===== src/rtl/mult_iter_unit.sv =====
//------------------------------------------------------------------------------
// mult_iter_unit
//
// Multi-cycle iterative multiplier for one execute issue slot. A request on
// multsele (taken only while idle) latches the operand magnitudes. A shift-add
// loop then retires BPC multiplier bits per cycle. The sign is restored
// afterwards and the 2*WIDTH-bit product is presented with a one-cycle
// multready pulse.
//
// Ports
//   clk        : clock, rising edge
//   resetn     : asynchronous reset, active low
//   signe      : 1 = signed (two's complement) multiply, 0 = unsigned
//   multsele   : multiply request from execute, sampled only in IDLE
//   multabort  : flush of the requesting instruction; cancels in-flight work
//   srcae      : multiplicand, sampled only at start
//   srcbe      : multiplier, sampled only at start
//   product    : registered 2*WIDTH-bit result, held until next completion
//   multready  : one-cycle pulse when product is valid
//   multbusy   : high while the loop or sign fix-up is running (stall source)
//
// Parameters
//   WIDTH      : operand width
//   BPC        : multiplier bits retired per BUSY cycle (1, 2 or 4, divides WIDTH)
//------------------------------------------------------------------------------
`timescale 1ns/1ps

module mult_iter_unit #(
   parameter int WIDTH = 32,
   parameter int BPC   = 1
) (
   input  logic                 clk,
   input  logic                 resetn,
   input  logic                 signe,
   input  logic                 multsele,
   input  logic                 multabort,
   input  logic [WIDTH-1:0]     srcae,
   input  logic [WIDTH-1:0]     srcbe,
   output logic [2*WIDTH-1:0]   product,
   output logic                 multready,
   output logic                 multbusy
);

   localparam int K  = WIDTH / BPC;
   localparam int CW = $clog2(K + 1);

   typedef enum logic [1:0] {
      IDLE = 2'd0,
      BUSY = 2'd1,
      SIGN = 2'd2,
      DONE = 2'd3
   } state_t;

   state_t                state;
   logic [2*WIDTH-1:0]    acc;
   logic [2*WIDTH-1:0]    mcand;     // multiplicand, pre-shifted to the current bit weight
   logic [WIDTH-1:0]      mplier;    // multiplier, consumed from the LSB end
   logic                  neg;
   logic [CW-1:0]         cnt;
   logic [2*WIDTH-1:0]    pp;

   // Magnitude of a WIDTH-bit operand. The most negative value maps onto
   // 2^(WIDTH-1), which still fits because the result is treated as unsigned.
   function automatic logic [WIDTH-1:0] magnitude(input logic [WIDTH-1:0] v,
                                                  input logic             s);
      logic signed [WIDTH-1:0] sv;
      sv = v;
      return (s && v[WIDTH-1]) ? WIDTH'(-sv) : v;
   endfunction

   // Restore the product sign in 2*WIDTH-bit two's complement.
   function automatic logic [2*WIDTH-1:0] sign_fix(input logic [2*WIDTH-1:0] a,
                                                   input logic               n);
      logic signed [2*WIDTH-1:0] sa;
      sa = a;
      return n ? (2*WIDTH)'(-sa) : a;
   endfunction

   // Partial product for the BPC multiplier bits retired this cycle.
   always_comb begin
      pp = '0;
      for (int i = 0; i < BPC; i++) begin
         if (mplier[i]) begin
            pp = pp + (mcand << i);
         end
      end
   end

   always_ff @(posedge clk or negedge resetn) begin
      if (!resetn) begin
         state     <= IDLE;
         acc       <= '0;
         mcand     <= '0;
         mplier    <= '0;
         neg       <= 1'b0;
         cnt       <= '0;
         product   <= '0;
         multready <= 1'b0;
         multbusy  <= 1'b0;
      end else begin
         multready <= 1'b0;
         case (state)
            IDLE: begin
               // Abort wins over a simultaneous request.
               if (multsele && !multabort) begin
                  mcand    <= {{WIDTH{1'b0}}, magnitude(srcae, signe)};
                  mplier   <= magnitude(srcbe, signe);
                  neg      <= signe & (srcae[WIDTH-1] ^ srcbe[WIDTH-1]);
                  acc      <= '0;
                  cnt      <= '0;
                  multbusy <= 1'b1;
                  state    <= BUSY;
               end
            end

            BUSY: begin
               if (multabort) begin
                  multbusy <= 1'b0;
                  state    <= IDLE;
               end else begin
                  acc    <= acc + pp;
                  mcand  <= mcand << BPC;
                  mplier <= mplier >> BPC;
                  cnt    <= cnt + CW'(1);
                  if (cnt == CW'(K - 1)) begin
                     state <= SIGN;
                  end
               end
            end

            SIGN: begin
               multbusy <= 1'b0;
               if (multabort) begin
                  state <= IDLE;
               end else begin
                  product   <= sign_fix(acc, neg);
                  multready <= 1'b1;
                  state     <= DONE;
               end
            end

            DONE: begin
               // Request is deliberately not sampled here so the still-stalled
               // instruction cannot start a second multiply.
               state <= IDLE;
            end

            default: begin
               multbusy <= 1'b0;
               state    <= IDLE;
            end
         endcase
      end
   end

endmodule

===== config.mk =====
export PLATFORM = sky130hd
export DESIGN_NAME = mult_iter_unit
export DESIGN_NICKNAME = d
export VERILOG_FILES = /design/src/rtl/mult_iter_unit.sv
export SDC_FILE = /design/constraint.sdc
export NUM_CORES = 1
export LEC_CHECK = 0
export BUFFER_PORTS_ARGS = -buffer_cell sky130_fd_sc_hd__buf_2
export CAP_MARGIN = 20
export CELL_PAD_IN_SITES_DETAIL_PLACEMENT = 0
export CELL_PAD_IN_SITES_GLOBAL_PLACEMENT = 1
export CORE_MARGIN = 2
export CORE_UTILIZATION = 46
export DETAILED_ROUTE_END_ITERATION = 7
export PLACE_DENSITY_LB_ADDON = 0.05
export SYNTH_ARGS = -nofsm -noshare
export SYNTH_HDL_FRONTEND = slang
export SYNTH_SLANG_ARGS = --single-unit

===== constraint.sdc =====
create_clock -name clk -period 3.96 [get_ports clk]
set_input_delay 0.594 -clock clk [delete_from_list [all_inputs] [get_ports clk]]
set_output_delay 0.594 -clock clk [all_outputs]
set_load 0.005 [all_outputs]

==> results of run 1 <==
[worst paths after layout]
kind                                                 to                    start  cells after the start  slack, ns
worst min register to register  product[23]$_DFFE_PN0P_  product[23]$_DFFE_PN0P_                      2       0.47
max in group asynchronous          mcand[1]$_DFFE_PN0P_                   resetn                      2       2.87
worst min-delay path            product[13]$_DFFE_PN0P_                   resetn                      1       0.08
worst max register to register      acc[61]$_DFFE_PN0P_    mplier[0]$_DFFE_PN0P_                     14       0.28
min in group clk                 mplier[31]$_DFFE_PN0P_                srcbe[31]                      2       0.37
worst max-delay path                acc[61]$_DFFE_PN0P_    mplier[0]$_DFFE_PN0P_                     14       0.28
[Yosys cell counts, drive strengths merged, types with 25 or more instances]
| cell type | count |
|---|---|
| o31ai | 26 |
| a21o | 45 |
| o21ai | 253 |
| xor2 | 125 |
| dfrtp | 235 |
| nor2 | 132 |
| nand4 | 25 |
| clkbuf | 98 |
| a21oi | 172 |
| a22o | 40 |
| ha | 71 |
| inv | 27 |
| xnor2 | 49 |
| nand2 | 272 |
| and2 | 69 |
[critical path, cell delays in order (launching register included)]
cell and delay, ns:
dfrtp_1 0.39, buf_12 0.19, and2_1 0.27, ha_1 0.36, a21oi_1 0.20, o21ai_0 0.15
o41ai_1 0.41, nand3_1 0.15, o21ai_0 0.19, buf_4 0.16, a31oi_1 0.10, a211o_1 0.37
a221oi_1 0.32, xor2_1 0.19, o21ai_1 0.07
[report_power, final]
group | switching [W] | internal, W | total [W]
clock network | 0.00101 | 0.00144 | 0.00246
registers | 0.000590 | 0.00288 | 0.00347
logic | 0.00243 | 0.00147 | 0.00390
[layout make-up]
class                      count  area [um2]
clock inverter                11       87.58
multi-input combinational   1531        9495
tap                          448       560.5
antenna                        1       2.502
inverter                      27       101.3
sequential                   235        5882
fill                        3340       15760
timing repair buffer         175        1026
clock buffer                  37       783.3
[through the flow]
stage                     setup WS, ns  utilization  std cells  hold slack, ns
after global placement          0.2863       0.5056       2416          0.4562
after detailed placement        0.1529       0.5056       2416          0.4646
after global routing           0.02435       0.5322       2464          0.1561
after CTS                       0.1256       0.5314       2464          0.1273
after floorplan                 0.3320            -       1903          0.2984
final                           0.2766       0.5323       2465         0.07565
[cells by family (layout without fill, tap and decap cells)]
| group | count (synthesis) | after routing |
|---|---|---|
| other cells | 0 | 1 |
| compound gates | 634 | 634 |
| fa+ha+maj | 72 | 72 |
| xor+xnor | 174 | 174 |
| flops | 235 | 235 |
| simple gates | 644 | 644 |
| buf+inv | 137 | 250 |
| mux | 7 | 7 |
[sequential cells by signal (all words and copies together), names as in the netlist]
| name | flops |
|---|---|
| acc | 64 |
| mcand | 64 |
| product | 64 |
| mplier | 32 |
| cnt | 6 |
| state | 2 |
| multbusy | 1 |
| multready | 1 |
| neg | 1 |
[cells in the final DEF (no fill, tap or decap), drive strengths merged, types with 10 or more instances in the layout]
cell type and instances:
nand2 272, o21ai 253, dfrtp 235, buf 175, a21oi 172, nor2 132, xor2 125, ha 71
and2 69, xnor2 49, a21o 45, a22o 40, clkbuf 37, inv 29, o31ai 26, nand4 25
or3 24, nand3 23, o21bai 17, nor3 17, nor4 16, o41ai 15, nand2b 14, or4 13
a31oi 12, or2 10
[layer usage]
layer,vias to the layer above,part of all wire,track usage
met5,-,0,0
met1,6433,0.53,0.3796
met3,41,0.040,0.02373
li1,6963,-,-
met4,0,0.019,0.05933
met2,272,0.41,0.3557
==> results.md, run 1 <==
- Outcome: complete, no violations
- Reg clk slew, reported paths: 0.06 ns
- Synthesized flop and latch total: 235
- DR WL/cell: 17.33 um
- Die height: 189.5 um
- Placeable Area: around 34000 um2
- Fraction of layout cells with a size suffix above 1: 0.1280
- Setup violators final: 0
- Drt drc: 0
- I/O pin cnt: 135
- Crit share post-route: 0.9302
- Area growth syn-to-layout: 13.30%
- Buffer levels on the longest clock path: 3
- Sequential fraction of the synthesis area: 0.3714
- Slew @ Worst Pin: around 1.1 ns
- GRT overflow: 0
- Starting DRT DRC Count: about 730
- Clock sinks: 235
- Post-route cell area: 17940 um2
- Maximum clock frequency: 271.5 MHz
- Prevailing post-synth register cell: dfrtp_1
- CTS H-Tree Depth: 1
- Final ANT Viol Nets: 0
- Crit Path Max Fanout: 38
- Post-synth EDFFs: 0
- Placed cell area: 17040 um2
- Layout Skew: 0.02619 ns
- Worst hold path class: input pin to async pin
- Largest net degree at the start of global routing: 128
- Root buf cell: clkbuf_16
- # Post-CTS Setup Buffers: 0
- First-pass GRT wire length: 70700 um
- Die area: 35920 um2
- Post-synth ARST share: 1.000
- Final hold violations: 0
- Initial antenna violation count: 1
- Unique masters post-synth: a little under 70
- DP HPWL: 31510 um
- Adder-Cell Fraction of Synth Area: 0.05737
- Leakage Power: around 8.4 nW
- Xor and xnor area share after synthesis: 0.09625
- Avg Cell Area, Syn: 8.320 um2
- Min Tclk post-route: 3.683 ns
- # rows: 67
- Mux share of post-synthesis cell area: 0.004425
- Number of global-route vias before repair: about 13000
- Final count of pins violating max slew: 0
- Max Cap Viol: 0
- Total number of vias: around 14000
- CP arrival: 4.11 ns
- Power, Total: between 0.009 and 0.01 W
- CTS resizes: 0
- CTS tree: built
- Total GRT Usage: 0.2423
- Die X: 189.5 um
- Startpoint types: flop
- Drt pass-1 iters: 5
- Worst vdd ir: 0.3479 mV
- YS warnings: 0
- Setup TNS: 0 ns
- Hold-fix buffers, CTS: 0
- Post-synthesis simple-gate area fraction: 0.1950
- Worst EP required: around 4.4 ns
- Largest family of logic cells by synthesized area: compound AO/OA/AOI/OAI gates
- Ranking of synthesized cells by area: dfrtp_1 (37%), o21ai_0 (7.4%), xor2_1 (6.9%)
- GPL Wtd Cong: 0.8772
- Syn nets: 2044
- Worst-skew pair later-pin latency: between 0.5 and 0.6 ns
- Num CTS Buffers: 27
- P per Cell Area: between 500 and 600 nW/um2
- CP endpoint kind: flop
- WS Path Type: flop to flop
- Input/output buffers: about 130
- # nets final: 2138
- Area leader, netlist: dfrtp_1
- Unrepaired setup endpoints after global routing: false
- Compound-gate portion of the synthesized area: 0.2426
- Share of the synthesized area in the top cell type: 0.3714
- DRT Wirelength: 42710 um
- DR vias/cell: 5.561
- Post-Syn Instances: 1903
- Synthesized area: 15830 um2
- Slew HR: 0.2432
- Initial Util: 0.4698
No activity file was read; power rests on OpenSTA's default activity.
==> inputs of run 2 (changes only) <==
CORE_UTILIZATION = 47   (was 46)
CTS_BUF_LIST = sky130_fd_sc_hd__clkbuf_8   (was unset)
==> results.md, run 2 (synthesized netlist as in run 1, its figures left out) <==
- Largest stage delay, worst path: 0.40 ns
- Total GRT Usage: 0.2434
- Final ANT Viol Nets: 0
- R2R depth: 16
- CTS tree: built
- Crit path launch: mplier[0]$_DFFE_PN0P_
- Slew @ Worst Pin: around 0.88 ns
- First-pass GRT wire length: 70400 um
- Worst reg2reg startpoint: mplier[0]$_DFFE_PN0P_
- Number of global-route vias before repair: 13265
- Post-route cell area: 17900 um2
- DR vias/cell: 5.573
- WS Path Type: flop to flop
- P per Cell Area: 540.9 nW/um2
- Reg2reg end: acc[60]$_DFFE_PN0P_
- CP Cell Sequence: buf_12 > and2_1 > ha_1 > inv_1 > fa_1 > nor2b_1 > o2111ai_2 > a21oi_2 > o31a_1 > o2111ai_1 > o31ai_1 > buf_4 > a21oi_2 > o31ai_1 > xor2_1 > a22o_1
- # rows: 67
- Reg power frac: 0.361
- Largest registers: acc x64, mcand x64, product x64
- Die X: 187.5 um
- DRT Wirelength: 42250 um
- Setup TNS: 0 ns
- Crit share post-route: 0.9178
- CTS H-Tree Depth: 2
- Setup violators final: 0
- Initial Util: 0.4745
- P_sw: 0.004066 W
- Crit path to: acc[60]$_DFFE_PN0P_
- DP HPWL: 31070 um
- Hold-fix buffers, CTS: 0
- Num CTS Buffers: 43
- Reg clk slew, reported paths: approximately 0.060 ns
- Finished Layout Cells: 2486
- Placed cell area: 17000 um2
- Area growth syn-to-layout: 13.04%
- Gate power share: 0.400
- Clock sinks: 235
- Commonest cells after routing, fill and taps aside: nand2_1 (271), o21ai_0 (235), dfrtp_1 (234)
- Input/output buffers: ~130
- Final count of pins violating max slew: 0
- Fraction of layout cells with a size suffix above 1: 0.1298
- Crit Path Max Fanout: 38
- Worst EP required: 4.43 ns
- DR WL/cell: 17.00 um
- Buffer levels on the longest clock path: 3
- GPL Wtd Cong: 0.8888
- Drt drc: 0
- Die area: 35170 um2
- Worst hold path class: input pin to async pin
- Internal power: 0.005614 W
- Initial antenna violation count: 2
- # nets final: 2145
- # Post-CTS Setup Buffers: 0
- Worst vdd ir: approximately 0.40 mV
- Maximum clock frequency: 275.1 MHz
- Most common cell after layout, fill and taps aside: nand2_1
- Clock power frac: 0.239
- Final hold violations: 0
- Switch share: 0.4200
- Largest net degree at the start of global routing: between 100 and 150
- I/O pin cnt: 135
- Die height: 187.5 um
- GRT overflow: 0
- Startpoint types: flop
- R2R setup slack: 0.33 ns
- Layout Skew: between 0.02 and 0.025 ns
- Outcome: complete, no violations
- Total number of vias: between 10000 and 15000
- Placeable Area: 33360 um2
- Starting DRT DRC Count: 842
- Slowest cell on crit path: fa_1
- Max Cap Viol: 0
- Root buf cell: clkbuf_8
- Leakage Power: 8.437 nW
- Slew HR: 0.4145
- CP arrival: 4.10 ns
- Placed insts: 2407
- CP endpoint kind: flop
- Min Tclk post-route: 3.635 ns
- Filler cell count: about 3300
- Drt pass-1 iters: 5
- Worst-skew pair later-pin latency: slightly below 0.6 ns
- Unrepaired setup endpoints after global routing: false
run 2: worst min path at each step:
stage | start | to | slack [ns] | cells after the start
after floorplan | resetn | acc[0]$_DFFE_PN0P_ | 0.30 | 0
after global routing | resetn | product[21]$_DFFE_PN0P_ | 0.05 | 1
after detailed placement | product[8]$_DFFE_PN0P_ | product[8]$_DFFE_PN0P_ | 0.47 | 2
final | resetn | product[9]$_DFFE_PN0P_ | 0.03 | 1
after CTS | resetn | acc[14]$_DFFE_PN0P_ | 0.03 | 1
after global placement | product[15]$_DFFE_PN0P_ | product[15]$_DFFE_PN0P_ | 0.46 | 2
run 2: final cells by class:
cell class                      instances  area [um2]  share of cell area
Tap cell                              448       560.5             0.03132
Sequential cell                       235        5882              0.3286
Multi-Input combinational cell       1531        9497              0.5306
Antenna cell                            4       10.01           0.0005593
Timing Repair Buffer                  166       983.4             0.05495
Clock inverter                         22       133.9            0.007480
Clock buffer                           53       729.5             0.04076
Inverter                               27       101.3            0.005663
run 2: routing by layer:
metal / track usage / routed length, um / up-vias
li1: - / - / 6998
met5: 0 / 0 / -
met4: 0.06239 / 845 / 0
met2: 0.3614 / 17690 / 310
met1: 0.3733 / 21790 / 6490
met3: 0.03088 / 1926 / 57
run 2: power by group through the flow:
stage,combinational (W),sequential (W),clock (W)
3_5_place_dp,0.00386,0.00352,0
5_1_grt,0.00436,0.00357,0.00250
3_3_place_gp,0.00383,0.00351,0
6_report,0.00387,0.00350,0.00231
4_1_cts,0.00387,0.00349,0.00239
2_1_floorplan,0.00291,0.00325,0
run 2: timing repair:
action / 4_1_cts / 5_1_grt
endpoints found under the hold margin: 0 / 0
gates resized for setup: 0 / 5
endpoints found under the setup margin: 0 / 7
run 2: critical path, delay by kind of cell (launching register included):
family / cells / cell delay, ns
xor+xnor: 1 / 0.11
fa+ha+maj: 2 / 0.57
buf+inv: 3 / 0.43
simple gates: 2 / 0.33
flops: 1 / 0.38
compound gates: 8 / 1.68
run 2: per-stage QoR:
step	setup WS, ns	hold WS, ns	total power, W	util
2_1_floorplan	0.3320	0.2984	0.006157	-
3_3_place_gp	0.2570	0.4557	0.007337	0.5094
3_5_place_dp	0.1963	0.4653	0.007380	0.5094
4_1_cts	0.1615	0.02633	0.009747	0.5353
5_1_grt	0.02927	0.04801	0.01043	0.5362
6_report	0.3255	0.02682	0.009680	0.5364
